### src/rtl/fpu_pkg.sv
// fpu_pkg: shared FPU types and constants
//   fp32_t      - IEEE-754 single-precision field view
//   div_state_t - sequential divider FSM states
package fpu_pkg;
    localparam int          BIAS         = 127;
    localparam logic [31:0] FP32_QNAN    = 32'hFFFFFFFF;
    localparam logic [7:0]  FP32_INF_EXP = 8'hFF;
    typedef struct packed {
        logic        sign;
        logic [7:0]  exp;
        logic [22:0] frac;
    } fp32_t;
    typedef enum logic [1:0] {IDLE, DIVIDE, ROUND, DONE} div_state_t;
endpackage

### src/rtl/fp_div_seq_if.sv
// fp_div_seq_if: operand/result valid-ready handshake of the FP divider
//   master - issue side: drives in_valid, data1, data2, out_ready
//   slave  - divider side: drives in_ready, out_valid, result, div_by_zero
interface fp_div_seq_if;
    logic        in_valid;
    logic        in_ready;
    logic [31:0] data1;
    logic [31:0] data2;
    logic        out_valid;
    logic        out_ready;
    logic [31:0] result;
    logic        div_by_zero;
    modport master (output in_valid, data1, data2, out_ready,
                    input  in_ready, out_valid, result, div_by_zero);
    modport slave  (input  in_valid, data1, data2, out_ready,
                    output in_ready, out_valid, result, div_by_zero);
endinterface

### src/rtl/fp_classify.sv
// fp_classify: combinational IEEE-754 single operand classifier
//   i_op        - operand
//   o_is_zero   - +/-0
//   o_is_inf    - +/-infinity
//   o_is_nan    - any NaN
//   o_is_denorm - subnormal (nonzero fraction, zero exponent)
module fp_classify
    import fpu_pkg::*;
(
    input  fp32_t i_op,
    output logic  o_is_zero,
    output logic  o_is_inf,
    output logic  o_is_nan,
    output logic  o_is_denorm
);
    logic w_exp_min, w_exp_max, w_frac_zero;
    assign w_exp_min   = i_op.exp == '0;
    assign w_exp_max   = i_op.exp == FP32_INF_EXP;
    assign w_frac_zero = i_op.frac == '0;
    assign o_is_zero   = w_exp_min & w_frac_zero;
    assign o_is_denorm = w_exp_min & ~w_frac_zero;
    assign o_is_inf    = w_exp_max & w_frac_zero;
    assign o_is_nan    = w_exp_max & ~w_frac_zero;
endmodule

### src/rtl/fp_div_seq.sv
// fp_div_seq: iterative radix-2 restoring IEEE-754 single-precision divider (data1 / data2)
//   CLK  - clock, rising edge
//   nRST - asynchronous active-low reset
//   bus  - slave side of fp_div_seq_if: operands in on in_valid/in_ready,
//          result and div_by_zero out on out_valid/out_ready
module fp_div_seq #(
    parameter int EXP_W  = 8,
    parameter int MANT_W = 23,
    parameter int BIAS   = 127
) (
    input logic         CLK,
    input logic         nRST,
    fp_div_seq_if.slave bus
);
    import fpu_pkg::*;
    localparam int MW = MANT_W + 1;
    localparam int QW = MANT_W + 3;
    localparam int EW = EXP_W + 2;
    localparam int CW = $clog2(QW);

    div_state_t           r_state;
    logic                 r_in_ready, r_out_valid, r_dbz, r_ld;
    logic [31:0]          r_result;
    fp32_t                r_a, r_b;
    logic [MW:0]          r_rem;
    logic [MW-1:0]        r_mb;
    logic [QW-1:0]        r_q;
    logic signed [EW-1:0] r_e;
    logic [CW-1:0]        r_cnt;

    logic w_a_zero, w_a_inf, w_a_nan, w_a_dn;
    logic w_b_zero, w_b_inf, w_b_nan, w_b_dn;

    fp_classify u_cls_a (.i_op(r_a), .o_is_zero(w_a_zero), .o_is_inf(w_a_inf),
                         .o_is_nan(w_a_nan), .o_is_denorm(w_a_dn));
    fp_classify u_cls_b (.i_op(r_b), .o_is_zero(w_b_zero), .o_is_inf(w_b_inf),
                         .o_is_nan(w_b_nan), .o_is_denorm(w_b_dn));

    // Denormals are flushed to zero before the special-case priority is applied.
    logic        w_a_z, w_b_z, w_sign, w_nan, w_special, w_dbz;
    logic [31:0] w_spec_res;
    assign w_a_z      = w_a_zero | w_a_dn;
    assign w_b_z      = w_b_zero | w_b_dn;
    assign w_sign     = r_a.sign ^ r_b.sign;
    assign w_nan      = w_a_nan | w_b_nan | (w_a_z & w_b_z) | (w_a_inf & w_b_inf);
    assign w_special  = w_nan | w_a_z | w_b_z | w_a_inf | w_b_inf;
    assign w_dbz      = ~w_nan & w_b_z & ~w_a_inf;
    assign w_spec_res = w_nan ? FP32_QNAN :
                        (w_b_z | w_a_inf) ? {w_sign, FP32_INF_EXP, MANT_W'(0)} :
                        {w_sign, (EXP_W + MANT_W)'(0)};

    logic signed [EW-1:0] w_e0;
    assign w_e0 = EW'(r_a.exp) - EW'(r_b.exp) + EW'(BIAS);

    // Restoring step: remainder stays below the divisor, so a non-subtracting
    // step never needs the top remainder bit.
    logic          w_ge;
    logic [MW-1:0] w_diff;
    assign w_ge   = r_rem >= {1'b0, r_mb};
    assign w_diff = w_ge ? MW'(r_rem - {1'b0, r_mb}) : r_rem[MW-1:0];

    logic                 w_hi, w_g, w_s, w_inc;
    logic [MW-1:0]        w_nm;
    logic [MW:0]          w_mr;
    logic signed [EW-1:0] w_er;
    logic [31:0]          w_pk;
    assign w_hi  = r_q[QW-1];
    assign w_nm  = w_hi ? r_q[QW-1:2] : r_q[QW-2:1];
    assign w_g   = w_hi ? r_q[1] : r_q[0];
    assign w_s   = (w_hi & r_q[0]) | (r_rem != '0);
    assign w_inc = w_g & (w_s | w_nm[0]);
    assign w_mr  = {1'b0, w_nm} + (MW + 1)'(w_inc);
    // A mantissa carry leaves the low fraction bits zero, i.e. exactly 1.0.
    assign w_er  = r_e - EW'(!w_hi) + EW'(w_mr[MW]);
    assign w_pk  = (w_er >= EW'(2 ** EXP_W - 1)) ? {w_sign, FP32_INF_EXP, MANT_W'(0)} :
                   (w_er <= EW'(0)) ? {w_sign, (EXP_W + MANT_W)'(0)} :
                   {w_sign, w_er[EXP_W-1:0], w_mr[MANT_W-1:0]};

    // The first DIVIDE cycle (r_ld) classifies the latched operands and either
    // finishes a special case or seeds the iteration.
    always_ff @(posedge CLK or negedge nRST) begin
        if (!nRST) begin
            r_state     <= IDLE;
            r_in_ready  <= 1'b1;
            r_out_valid <= 1'b0;
            r_result    <= '0;
            r_dbz       <= 1'b0;
            r_ld        <= 1'b0;
            r_a         <= '0;
            r_b         <= '0;
            r_rem       <= '0;
            r_mb        <= '0;
            r_q         <= '0;
            r_e         <= '0;
            r_cnt       <= '0;
        end else begin
            case (r_state)
                IDLE: if (bus.in_valid) begin
                    r_a        <= bus.data1;
                    r_b        <= bus.data2;
                    r_ld       <= 1'b1;
                    r_in_ready <= 1'b0;
                    r_state    <= DIVIDE;
                end
                DIVIDE: if (r_ld) begin
                    r_ld <= 1'b0;
                    if (w_special) begin
                        r_result    <= w_spec_res;
                        r_dbz       <= w_dbz;
                        r_out_valid <= 1'b1;
                        r_state     <= DONE;
                    end else begin
                        r_rem <= {2'b01, r_a.frac};
                        r_mb  <= {1'b1, r_b.frac};
                        r_q   <= '0;
                        r_e   <= w_e0;
                        r_cnt <= CW'(QW - 1);
                    end
                end else begin
                    r_rem <= {w_diff, 1'b0};
                    r_q   <= {r_q[QW-2:0], w_ge};
                    r_cnt <= r_cnt - 1'b1;
                    if (r_cnt == '0) r_state <= ROUND;
                end
                ROUND: begin
                    r_result    <= w_pk;
                    r_dbz       <= 1'b0;
                    r_out_valid <= 1'b1;
                    r_state     <= DONE;
                end
                DONE: if (bus.out_ready) begin
                    r_out_valid <= 1'b0;
                    r_in_ready  <= 1'b1;
                    r_state     <= IDLE;
                end
                default: r_state <= IDLE;
            endcase
        end
    end

    assign bus.in_ready    = r_in_ready;
    assign bus.out_valid   = r_out_valid;
    assign bus.result      = r_result;
    assign bus.div_by_zero = r_dbz;
endmodule

### src/flat_wrapper.sv
// flat-port wrapper written by rule: the top's interface ports become plain ports
module fp_div_seq_flat import fpu_pkg::*;
#(
    parameter int EXP_W  = 8,
    parameter int MANT_W = 23,
    parameter int BIAS   = 127
)
  (CLK, nRST, bus_in_valid, bus_data1, bus_data2, bus_out_ready, bus_in_ready, bus_out_valid, bus_result, bus_div_by_zero);
  fp_div_seq_if bus_i ();
  input logic CLK;
  input logic nRST;
  input wire logic [$bits(bus_i.in_valid)-1:0] bus_in_valid;
  input wire logic [$bits(bus_i.data1)-1:0] bus_data1;
  input wire logic [$bits(bus_i.data2)-1:0] bus_data2;
  input wire logic [$bits(bus_i.out_ready)-1:0] bus_out_ready;
  output wire logic [$bits(bus_i.in_ready)-1:0] bus_in_ready;
  output wire logic [$bits(bus_i.out_valid)-1:0] bus_out_valid;
  output wire logic [$bits(bus_i.result)-1:0] bus_result;
  output wire logic [$bits(bus_i.div_by_zero)-1:0] bus_div_by_zero;
  assign bus_i.in_valid = bus_in_valid;
  assign bus_i.data1 = bus_data1;
  assign bus_i.data2 = bus_data2;
  assign bus_i.out_ready = bus_out_ready;
  assign bus_in_ready = bus_i.in_ready;
  assign bus_out_valid = bus_i.out_valid;
  assign bus_result = bus_i.result;
  assign bus_div_by_zero = bus_i.div_by_zero;
  fp_div_seq #(.EXP_W(EXP_W), .MANT_W(MANT_W), .BIAS(BIAS)) u_core (.CLK(CLK), .nRST(nRST), .bus(bus_i));
endmodule
### config.mk
export PLATFORM = sky130hd
export DESIGN_NAME = fp_div_seq_flat
export DESIGN_NICKNAME = d
export VERILOG_FILES = /design/src/rtl/fpu_pkg.sv /design/src/rtl/fp_div_seq_if.sv /design/src/rtl/fp_classify.sv /design/src/rtl/fp_div_seq.sv /design/src/flat_wrapper.sv
export SDC_FILE = /design/constraint.sdc
export NUM_CORES = 1
export LEC_CHECK = 0
export ABC_AREA = 1
export ABC_CLOCK_PERIOD_IN_PS = 3720
export BUFFER_PORTS_ARGS = -buffer_cell sky130_fd_sc_hd__buf_2
export CAP_MARGIN = 15
export CORE_MARGIN = 10
export CORE_UTILIZATION = 55
export DETAILED_ROUTE_END_ITERATION = 16
export PLACE_DENSITY = 0.74
export SLEW_MARGIN = 5
export SYNTH_ARGS = -nofsm -noshare
export SYNTH_HDL_FRONTEND = slang
export SYNTH_SLANG_ARGS = --single-unit
### constraint.sdc
create_clock -name CLK -period 3.72 [get_ports CLK]
set_input_delay 0.186 -clock CLK [delete_from_list [all_inputs] [get_ports CLK]]
set_output_delay 0.186 -clock CLK [all_outputs]
set_load 0.02 [all_outputs]
==> load_flow_metrics.sql, run 1 <==
INSERT INTO impl_metrics (metric_group, metric, value, unit) VALUES
('die', 'fp.coreArea', '22600', 'µm²'),
('yosys', 'synth-seq-area-share', '38.1', '%'),
('finish', 'filler_cell_count', '1994', ''),
('placed_design', 'dp_worst_setup_slack', '-109', 'ps'),
('status', 'outcome', 'finished, violations left', ''),
('die', 'dieWidth', '171', 'µm'),
('min_path', 'worstHoldPathType', 'in -> reg', ''),
('drt', 'drt_pass1_iterations', '5', ''),
('yosys', 'syn-instance-count', '1852', ''),
('drt', 'drt_iter0_markers', '1140', ''),
('drt', 'drc', '0', ''),
('yosys', 'syn_area', '12600', 'µm²'),
('drt', 'route.vias.total', '12600', ''),
('grt', 'grt_max_degree', '101', ''),
('job', 'max_cap_violations', '0', ''),
('clock_network', 'worst_setup_hold_path_clk_slew', '80', 'ps'),
('sta', 'min_tclk_post_route', '3720', 'ps'),
('setup_path', 'worst_path_buffer_plus_inverter_count', '7', ''),
('yosys', 'synth_async_sr_flop_share', '100', '%'),
('sta', 'slew_violations', '0', ''),
('yosys', 'synthDistinctLibCells', '43', ''),
('setup_path', 'worst_ep_arrival_time', '4040', 'ps'),
('pwr', 'power_leakage', '7.89', 'nW'),
('yosys', 'ys_seq_elements', '192', ''),
('die', 'rows', '55', ''),
('clock_network', 'cts-buffers-inserted', '17', ''),
('placed_design', 'port-buffer-count', '102', ''),
('clock_network', 'cts_root_buf', 'clkbuf_16', ''),
('setup_path', 'crit_path_max_fanout', '6', ''),
('sta', 'finalHoldViolations', '0', ''),
('die', 'dieHeight', '171', 'µm'),
('yosys', 'yosysTopAreaCell', 'dfrtp_1', ''),
('drt', 'routed_via_density', '5.35', ''),
('sta', 'report.final.setup_viol', '1', ''),
('setup_path', 'slowest_delay', '490', 'ps'),
('sta', 'clock-skew-final', '10.8', 'ps'),
('clock_network', 'clkSinkCount', '192', ''),
('clock_network', 'clk_path_buf_depth', '2', ''),
('yosys', 'synthDominantCellAreaShare', '37.9', '%'),
('yosys', 'synth_area_leaders', 'dfrtp_1, nand2_1, inv_1, nor2_1, nand3_1', ''),
('sta', 'final_critical_path_setup_slack', '-2.08', 'ps'),
('clock_network', 'cts_tree', 'built', ''),
('pwr', 'power_per_cell_area', '992', 'nW/µm²'),
('grt', 'global_route.usage.total', '24.5', '%'),
('setup_path', 'timing_worst_setup_path_type', 'reg -> reg', ''),
('setup_path', 'setup.worst_path.end_class', 'flip-flop', ''),
('clock_network', 'htree_num_levels', '4', ''),
('grt', 'grt.overflow.total', '0', ''),
('placed_design', 'gp_congestion', '0.994', ''),
('drt', 'drt_wl_total', '36.5', 'mm'),
('sta', 'rsz0062_at_grt', 'true', ''),
('yosys', 'count_of_flip_flops_with_a_built_in_enable_after_synthesis', '0', ''),
('finish', 'finish.net_count', '2172', ''),
('yosys', 'syn-num-nets', '1973', ''),
('grt', 'antenna_found_initial', '2', ''),
('pwr', 'switching_share', '50.7', '%'),
('setup_path', 'critPathTopFamily', 'simple AND/OR/NAND/NOR gates', ''),
('sta', 'timing.slew.headroom', '41.8', '%'),
('placed_design', 'place.detailed.hpwl', '26.2', 'mm'),
('pwr', 'max-vdd-ir-drop', '0.569', 'mV'),
('pwr', 'internal_power', '0.00750', 'W'),
('sta', 'hold-worst-slack', '103', 'ps'),
('clock_network', 'later_pin_clock_latency_in_the_skew_report', '440', 'ps'),
('status', 'violated_checks', 'setup timing', ''),
('setup_path', 'critical_path.slowest_cell', 'dfrtp_4', ''),
('finish', 'layout_cells_sized_above_1', '15.3', '%'),
('pwr', 'seq_power_share', '24.1', '%'),
('sta', 'timing.fmax', '269', 'MHz'),
('setup_path', 'required', '4040', 'ps'),
('drt', 'route.detailed.wl_per_inst', '15.5', 'µm'),
('pwr', 'power.switching', '0.00772', 'W');
[power groups by stage]
stage          clock network, W  registers, W  logic [W]
6_report                0.00191       0.00368    0.00964
3_3_place_gp                  0       0.00367    0.00855
2_1_floorplan                 0       0.00372    0.00646
3_5_place_dp                  0       0.00369    0.00869
5_1_grt                 0.00202       0.00376     0.0108
4_1_cts                 0.00194       0.00366    0.00897
[flip-flops by register name, indices dropped and copies added, names as in the netlist]
register / count
u_core.bus.out_valid: 1
u_core.r_a: 32
u_core.r_mb: 24
u_core.r_ld: 1
u_core.bus.result: 32
u_core.bus.div_by_zero: 1
u_core.r_rem: 25
u_core.r_q: 26
u_core.r_cnt: 5
u_core.r_state: 2
u_core.r_b: 32
u_core.r_e: 10
u_core.bus.in_ready: 1
[timing repair]
action                                 in CTS  in global routing
pin swaps                                   3                  8
endpoints found under the hold margin     160                  0
hold buffers                               65                  0
buffers inserted                           16                  9
resized for setup                          18                 58
cloned                                      1                  3
setup endpoints to repair                  28                 30
[worst register-to-register path, delay by kind of cell (launching register included)]
kind                     cells  cell delay, ps
AO/OA/AOI/OAI                2             200
adder cells (fa/ha/maj)      2             570
buffers and inverters        7             740
flip-flops                   1             490
AND/OR/NAND/NOR             17            1610
[routing by layer]
metal / track usage [%] / part of all wire, % / up-vias
li1: - / - / 6274
met1: 30.1 / 42 / 5891
met2: 42.9 / 51 / 340
met3: 3.35 / 4.5 / 70
met4: 9.22 / 3.0 / 0
met5: 0 / 0 / -
[cell usage in the layout (no fill, tap or decap), types with 15 or more instances in the layout]
cell | netlist | layout
nand2_1 | 609 | 597
inv_1 | 233 | 229
nor2_1 | 208 | 204
dfrtp_1 | 191 | 190
nand3_1 | 145 | 131
buf_2 | 19 | 101
o21ai_0 | 76 | 75
dlygate4sd3_1 | 0 | 65
buf_4 | 6 | 61
a21oi_1 | 67 | 55
ha_1 | 50 | 48
nand4_1 | 47 | 47
o22ai_1 | 28 | 28
nand2_2 | 11 | 20
clkbuf_16 | 0 | 20
o21ai_1 | 14 | 15
xor2_1 | 15 | 15
[logic make-up (layout without fill, tap and decap cells)]
family / count (synthesis) / count (layout) / synth area share [%]
AND/OR/NAND/NOR: 1069 / 1069 / 35.6
buffers and inverters: 304 / 516 / 9.81
AO/OA/AOI/OAI: 207 / 207 / 9.10
flip-flops: 192 / 192 / 38.1
adder cells (fa/ha/maj): 53 / 53 / 5.44
XOR/XNOR: 27 / 27 / 1.88
other: 0 / 2 / 0
[metrics by stage]
step / utilization (%) / std cells / instance area [µm²] / power (W) / setup TNS, ps
final: 68.0 / 2351 / 15400 / 0.0152 / -2.08
after CTS: 66.4 / 2339 / 15000 / 0.0146 / -2.35
after detailed placement: 59.9 / 2225 / 13500 / 0.0124 / -1810
after global placement: 59.9 / 2225 / 13500 / 0.0122 / 0
after floorplan: - / 1852 / 12600 / 0.0102 / 0
after global routing: 68.0 / 2351 / 15400 / 0.0166 / -4990
[worst paths after layout]
| check | from | slack (ps) | depth (start not counted) | to |
|---|---|---|---|---|
| max | u_core.r_q[25] | -2 | 28 | u_core.bus.result[11] |
| min reg2reg | u_core.r_mb[23] | 470 | 2 | u_core.r_mb[23] |
| min in group asynchronous | nRST | 370 | 2 | u_core.r_a[30] |
| max reg2reg | u_core.r_q[25] | -2 | 28 | u_core.bus.result[11] |
| min | bus_in_valid | 100 | 4 | u_core.r_ld |
| max in group asynchronous | nRST | 2330 | 3 | u_core.r_a[19] |
[area by class of cell]
class	instances	area [µm²]	area share [%]
inverters	245	922	6.01
multi-input cells	1356	6830	44.5
clock inverters	12	150	0.978
clock buffers	20	457	2.97
well taps	285	357	2.32
flip-flops and latches	192	4810	31.3
repair buffers	239	1830	11.9
diodes	2	5.00	0.0326
No activity file was read; power rests on OpenSTA's default activity.
==> run 2: changes to the inputs <==
- ABC_AREA: 1 -> default
- CTS_CLUSTER_SIZE: default -> 40
- PLACE_DENSITY: 0.74 -> 0.75
- RECOVER_POWER: default -> 25
==> run 2 against run 1 <==
Effect of this change:
- the run ends with capacitance limit, slew limit, setup timing left
- clock skew barely moved
- worst setup slack got worse by 110 ps
- die area fell by 8.0%
- first-iteration DRC count fell by 46%
- count of clock-buffer cells in the layout fell by 3
- total power fell by 7.2%
- cell count fell by 30%
- non-clock buffer count fell by 13
- sequential share of layout area rose by 3.4 points
- area after synthesis fell by 9.0%
- hold slack got worse by 86 ps
- critical path type unchanged
- largest cell class unchanged
==> load_flow_metrics.sql, run 2 <==
INSERT INTO impl_metrics (metric_group, metric, value, unit) VALUES
('setup_path', 'worst_setup_path_startpoint', 'u_core.r_q[25]', ''),
('clock_network', 'clkSinkCount', '192', ''),
('finish', 'antenna_cells', '0', ''),
('setup_path', 'setup.worst_path.end_class', 'flip-flop', ''),
('placed_design', 'place.detailed.instances', '1549', ''),
('drt', 'routed_via_density', '5.84', ''),
('clock_network', 'clk_path_buf_depth', '2', ''),
('clock_network', 'cts_tree', 'built', ''),
('sta', 'report.final.setup_viol', '28', ''),
('sta', 'finalHoldViolations', '0', ''),
('grt', 'grt_pass1_vias', '9807', ''),
('placed_design', 'gp_congestion', '0.929', ''),
('setup_path', 'worst_ep_arrival_time', '4170', 'ps'),
('finish', 'layout_stage_area_growth_over_the_synthesis_result', '20.8', '%'),
('finish', 'final_core_util', '68.0', '%'),
('drt', 'drt_pass1_iterations', '6', ''),
('placed_design', 'dp_worst_setup_slack', '-358', 'ps'),
('grt', 'grt.overflow.total', '0', ''),
('job', 'max_cap_violations', '1', ''),
('sta', 'min_tclk_post_route', '3840', 'ps'),
('setup_path', 'timing_worst_setup_path_type', 'reg -> reg', ''),
('setup_path', 'worst_setup_path_start_kind', 'flip-flop', ''),
('die', 'dieHeight', '164', 'µm'),
('yosys', 'synthTopCellsByCount', 'dfrtp_1, nand2_1, o21ai_0', ''),
('drt', 'route.vias.total', '9577', ''),
('yosys', 'yosys_warning_count', '0', ''),
('clock_network', 'htree_num_levels', '4', ''),
('setup_path', 'required', '4060', 'ps'),
('die', 'fp.coreArea', '20400', 'µm²'),
('status', 'outcome', 'finished, violations left', ''),
('yosys', 'top_ff_cell_synth', 'dfrtp_1', ''),
('finish', 'finish.net_count', '1479', ''),
('pwr', 'pwr-share-clk', '12.9', '%'),
('setup_path', 'slowest_delay', '460', 'ps'),
('die', 'dieWidth', '164', 'µm'),
('setup_path', 'reg2reg_setup_slack', '-120', 'ps'),
('setup_path', 'worstReg2RegStart', 'u_core.r_q[25]', ''),
('drt', 'ant_nets', '0', ''),
('setup_path', 'critical_path.slowest_cell', 'dfrtp_2', ''),
('pwr', 'power_per_cell_area', '1020', 'nW/µm²'),
('grt', 'antenna_found_initial', '0', ''),
('clock_network', 'worst_setup_hold_path_clk_slew', '70', 'ps'),
('pwr', 'internal_power', '0.00775', 'W'),
('yosys', 'syn_area', '11500', 'µm²'),
('placed_design', 'placed_cell_area', '12600', 'µm²'),
('finish', 'layout_common_cells', 'dfrtp_1, buf_2, nand2_1', ''),
('yosys', 'syn-instance-count', '1177', ''),
('clock_network', 'cts-buffers-inserted', '17', ''),
('pwr', 'power.switching', '0.00638', 'W'),
('sta', 'clock-skew-final', '11.2', 'ps'),
('die', 'fp.dieArea', '27000', 'µm²'),
('yosys', 'yosysTopAreaCell', 'dfrtp_1', ''),
('pwr', 'power_leakage', '6.04', 'nW'),
('pwr', 'switching_share', '45.1', '%'),
('sta', 'slew_violations', '27', ''),
('pwr', 'max-vdd-ir-drop', '0.531', 'mV'),
('die', 'pin_count', '103', ''),
('finish', 'instances_no_fill', '1640', ''),
('grt', 'grt_pass1_wl', '50.1', 'mm'),
('yosys', 'yosys.cell_count.top_type', 'dfrtp_1', ''),
('clock_network', 'cts_root_buf', 'clkbuf_16', ''),
('setup_path', 'chain_of_cells_forming_the_critical_path', 'mux2_4 -> ha_4 -> and4_4 -> and3_4 -> nand4_1 -> nor2_1 -> ha_2 -> buf_4 -> a211o_1 -> a211o_1 -> a211oi_2 -> or3_1 -> nand2_1 -> a41oi_2 -> a31oi_4 -> buf_12 -> a311oi_1', ''),
('setup_path', 'crit_path_max_fanout', '22', ''),
('sta', 'worst-slew-pin-transition', '1510', 'ps'),
('yosys', 'synthDominantCellAreaShare', '41.7', '%'),
('sta', 'timing.slew.headroom', '-0.402', '%'),
('yosys', 'syn-num-nets', '1298', ''),
('yosys', 'syn-mean-instance-area', '9.74', 'µm²'),
('sta', 'finalSetupTns', '-2310', 'ps'),
('finish', 'finish.instance_area', '13800', 'µm²'),
('yosys', 'synth_async_sr_flop_share', '100', '%'),
('min_path', 'worstHoldPathType', 'in -> reg', ''),
('placed_design', 'place.detailed.hpwl', '21.1', 'mm'),
('die', 'start_util', '56.3', '%'),
('die', 'rows', '52', ''),
('grt', 'grt_max_degree', '104', ''),
('drt', 'drc', '0', ''),
('finish', 'leading_cell_type_in_the_layout_fill_and_taps_excluded', 'dfrtp_1', ''),
('sta', 'timing.fmax', '261', 'MHz'),
('drt', 'route.detailed.wl_per_inst', '18.1', 'µm'),
('placed_design', 'port-buffer-count', '102', ''),
('sta', 'final_critical_path_setup_slack', '-115', 'ps'),
('yosys', 'synth_area_leaders', 'dfrtp_1, mux2_2, ha_1, o21ai_0, nand2_1', ''),
('status', 'violated_checks', 'capacitance limit, slew limit, setup timing', ''),
('min_path', 'holdCritStartpoint', 'bus_data1[4]', ''),
('finish', 'layout_cells_sized_above_1', '23.9', '%'),
('yosys', 'count_of_flip_flops_with_a_built_in_enable_after_synthesis', '0', ''),
('pwr', 'share_comb_of_total_power', '60.0', '%'),
('drt', 'drt_wl_total', '29.7', 'mm'),
('pwr', 'seq_power_share', '27.1', '%'),
('clock_network', 'later_pin_clock_latency_in_the_skew_report', '440', 'ps'),
('drt', 'drt_iter0_markers', '611', ''),
('yosys', 'synth-seq-area-share', '41.9', '%'),
('sta', 'final_min_period_over_clock_period', '103', '%'),
('finish', 'filler_cell_count', '1538', ''),
('yosys', 'ys_seq_elements', '192', ''),
('yosys', 'synthDistinctLibCells', '81', ''),
('grt', 'global_route.usage.total', '22.7', '%'),
('sta', 'rsz0062_at_grt', 'true', ''),
('setup_path', 'timing.critical_path.mode_cell', 'a211o_1', '');
## run 2: changes by cell type after synthesis, sizes merged, moves of 21 or more
cell   before  now
a21oi      68   39
inv       243   68
mux2        0   73
nand2     620  102
nand3     148   25
nand4      47   13
nor2      223   77
nor3       12   33
xnor2      12   41
## run 2: final timing paths
kind                                               to  cells after the start
worst max-delay path             u_core.bus.result[4]                     17
worst min-delay path                    u_core.r_a[4]                      2
worst max register to register   u_core.bus.result[4]                     17
worst min register to register        u_core.r_mb[23]                      2
max in group asynchronous              u_core.r_q[25]                      3
min in group asynchronous       u_core.bus.result[26]                      2
## run 2: repair_timing
action                     CTS  global route
pin swaps                    4             8
hold endpoints to repair    83             0
setup endpoints to repair   29            31
gates resized for setup      9             3
hold buffers                59             0
setup buffers                1             0
## run 2: cell families after synthesis
family | Yosys count | share of synthesized area [%]
fa+ha+maj | 53 | 5.98
simple gates | 340 | 14.8
compound gates | 306 | 19.0
flops | 192 | 41.9
xor+xnor | 62 | 4.74
buf+inv | 132 | 4.68
mux | 92 | 8.87
## run 2: per-stage QoR
stage | power [W] | hold WS, ps
after CTS | 0.0141 | 3.24
final | 0.0141 | 16.7
after global placement | 0.0118 | 84.7
after floorplan | 0.00995 | -110
after detailed placement | 0.0121 | 86.9
after global routing | 0.0153 | 7.74
## run 2: layout make-up
type                    count  area, µm²  area share [%]
well taps                 270        338            2.44
multi-input cells         853       6240            45.1
repair buffers            226       1630            11.8
flip-flops and latches    192       4810            34.7
clock inverters            14        149            1.08
inverters                  68        255            1.84
clock buffers              17        425            3.07
## run 2: critical path, delay by kind of cell (launching register included)
family | cells | cell delay, ps
AO/OA/AOI/OAI | 6 | 1510
AND/OR/NAND/NOR | 6 | 760
flip-flops | 1 | 460
adder cells (fa/ha/maj) | 2 | 350
buffers and inverters | 2 | 330
multiplexers | 1 | 320
## run 2: power by group through the flow
stage                     sequential, W  clock [W]  combinational, W
after detailed placement        0.00383          0           0.00825
after global routing            0.00395    0.00193           0.00940
after floorplan                 0.00379          0           0.00616
final                           0.00383    0.00182           0.00848
after CTS                       0.00380    0.00184           0.00844
after global placement          0.00380          0           0.00801
## run 2: metal layers
| metal | routed length, µm | GRT usage (%) |
|---|---|---|
| met5 | 0 | 0 |
| met3 | 1670 | 4.16 |
| met2 | 14400 | 37.7 |
| met4 | 708 | 8.45 |
| met1 | 12900 | 28.8 |
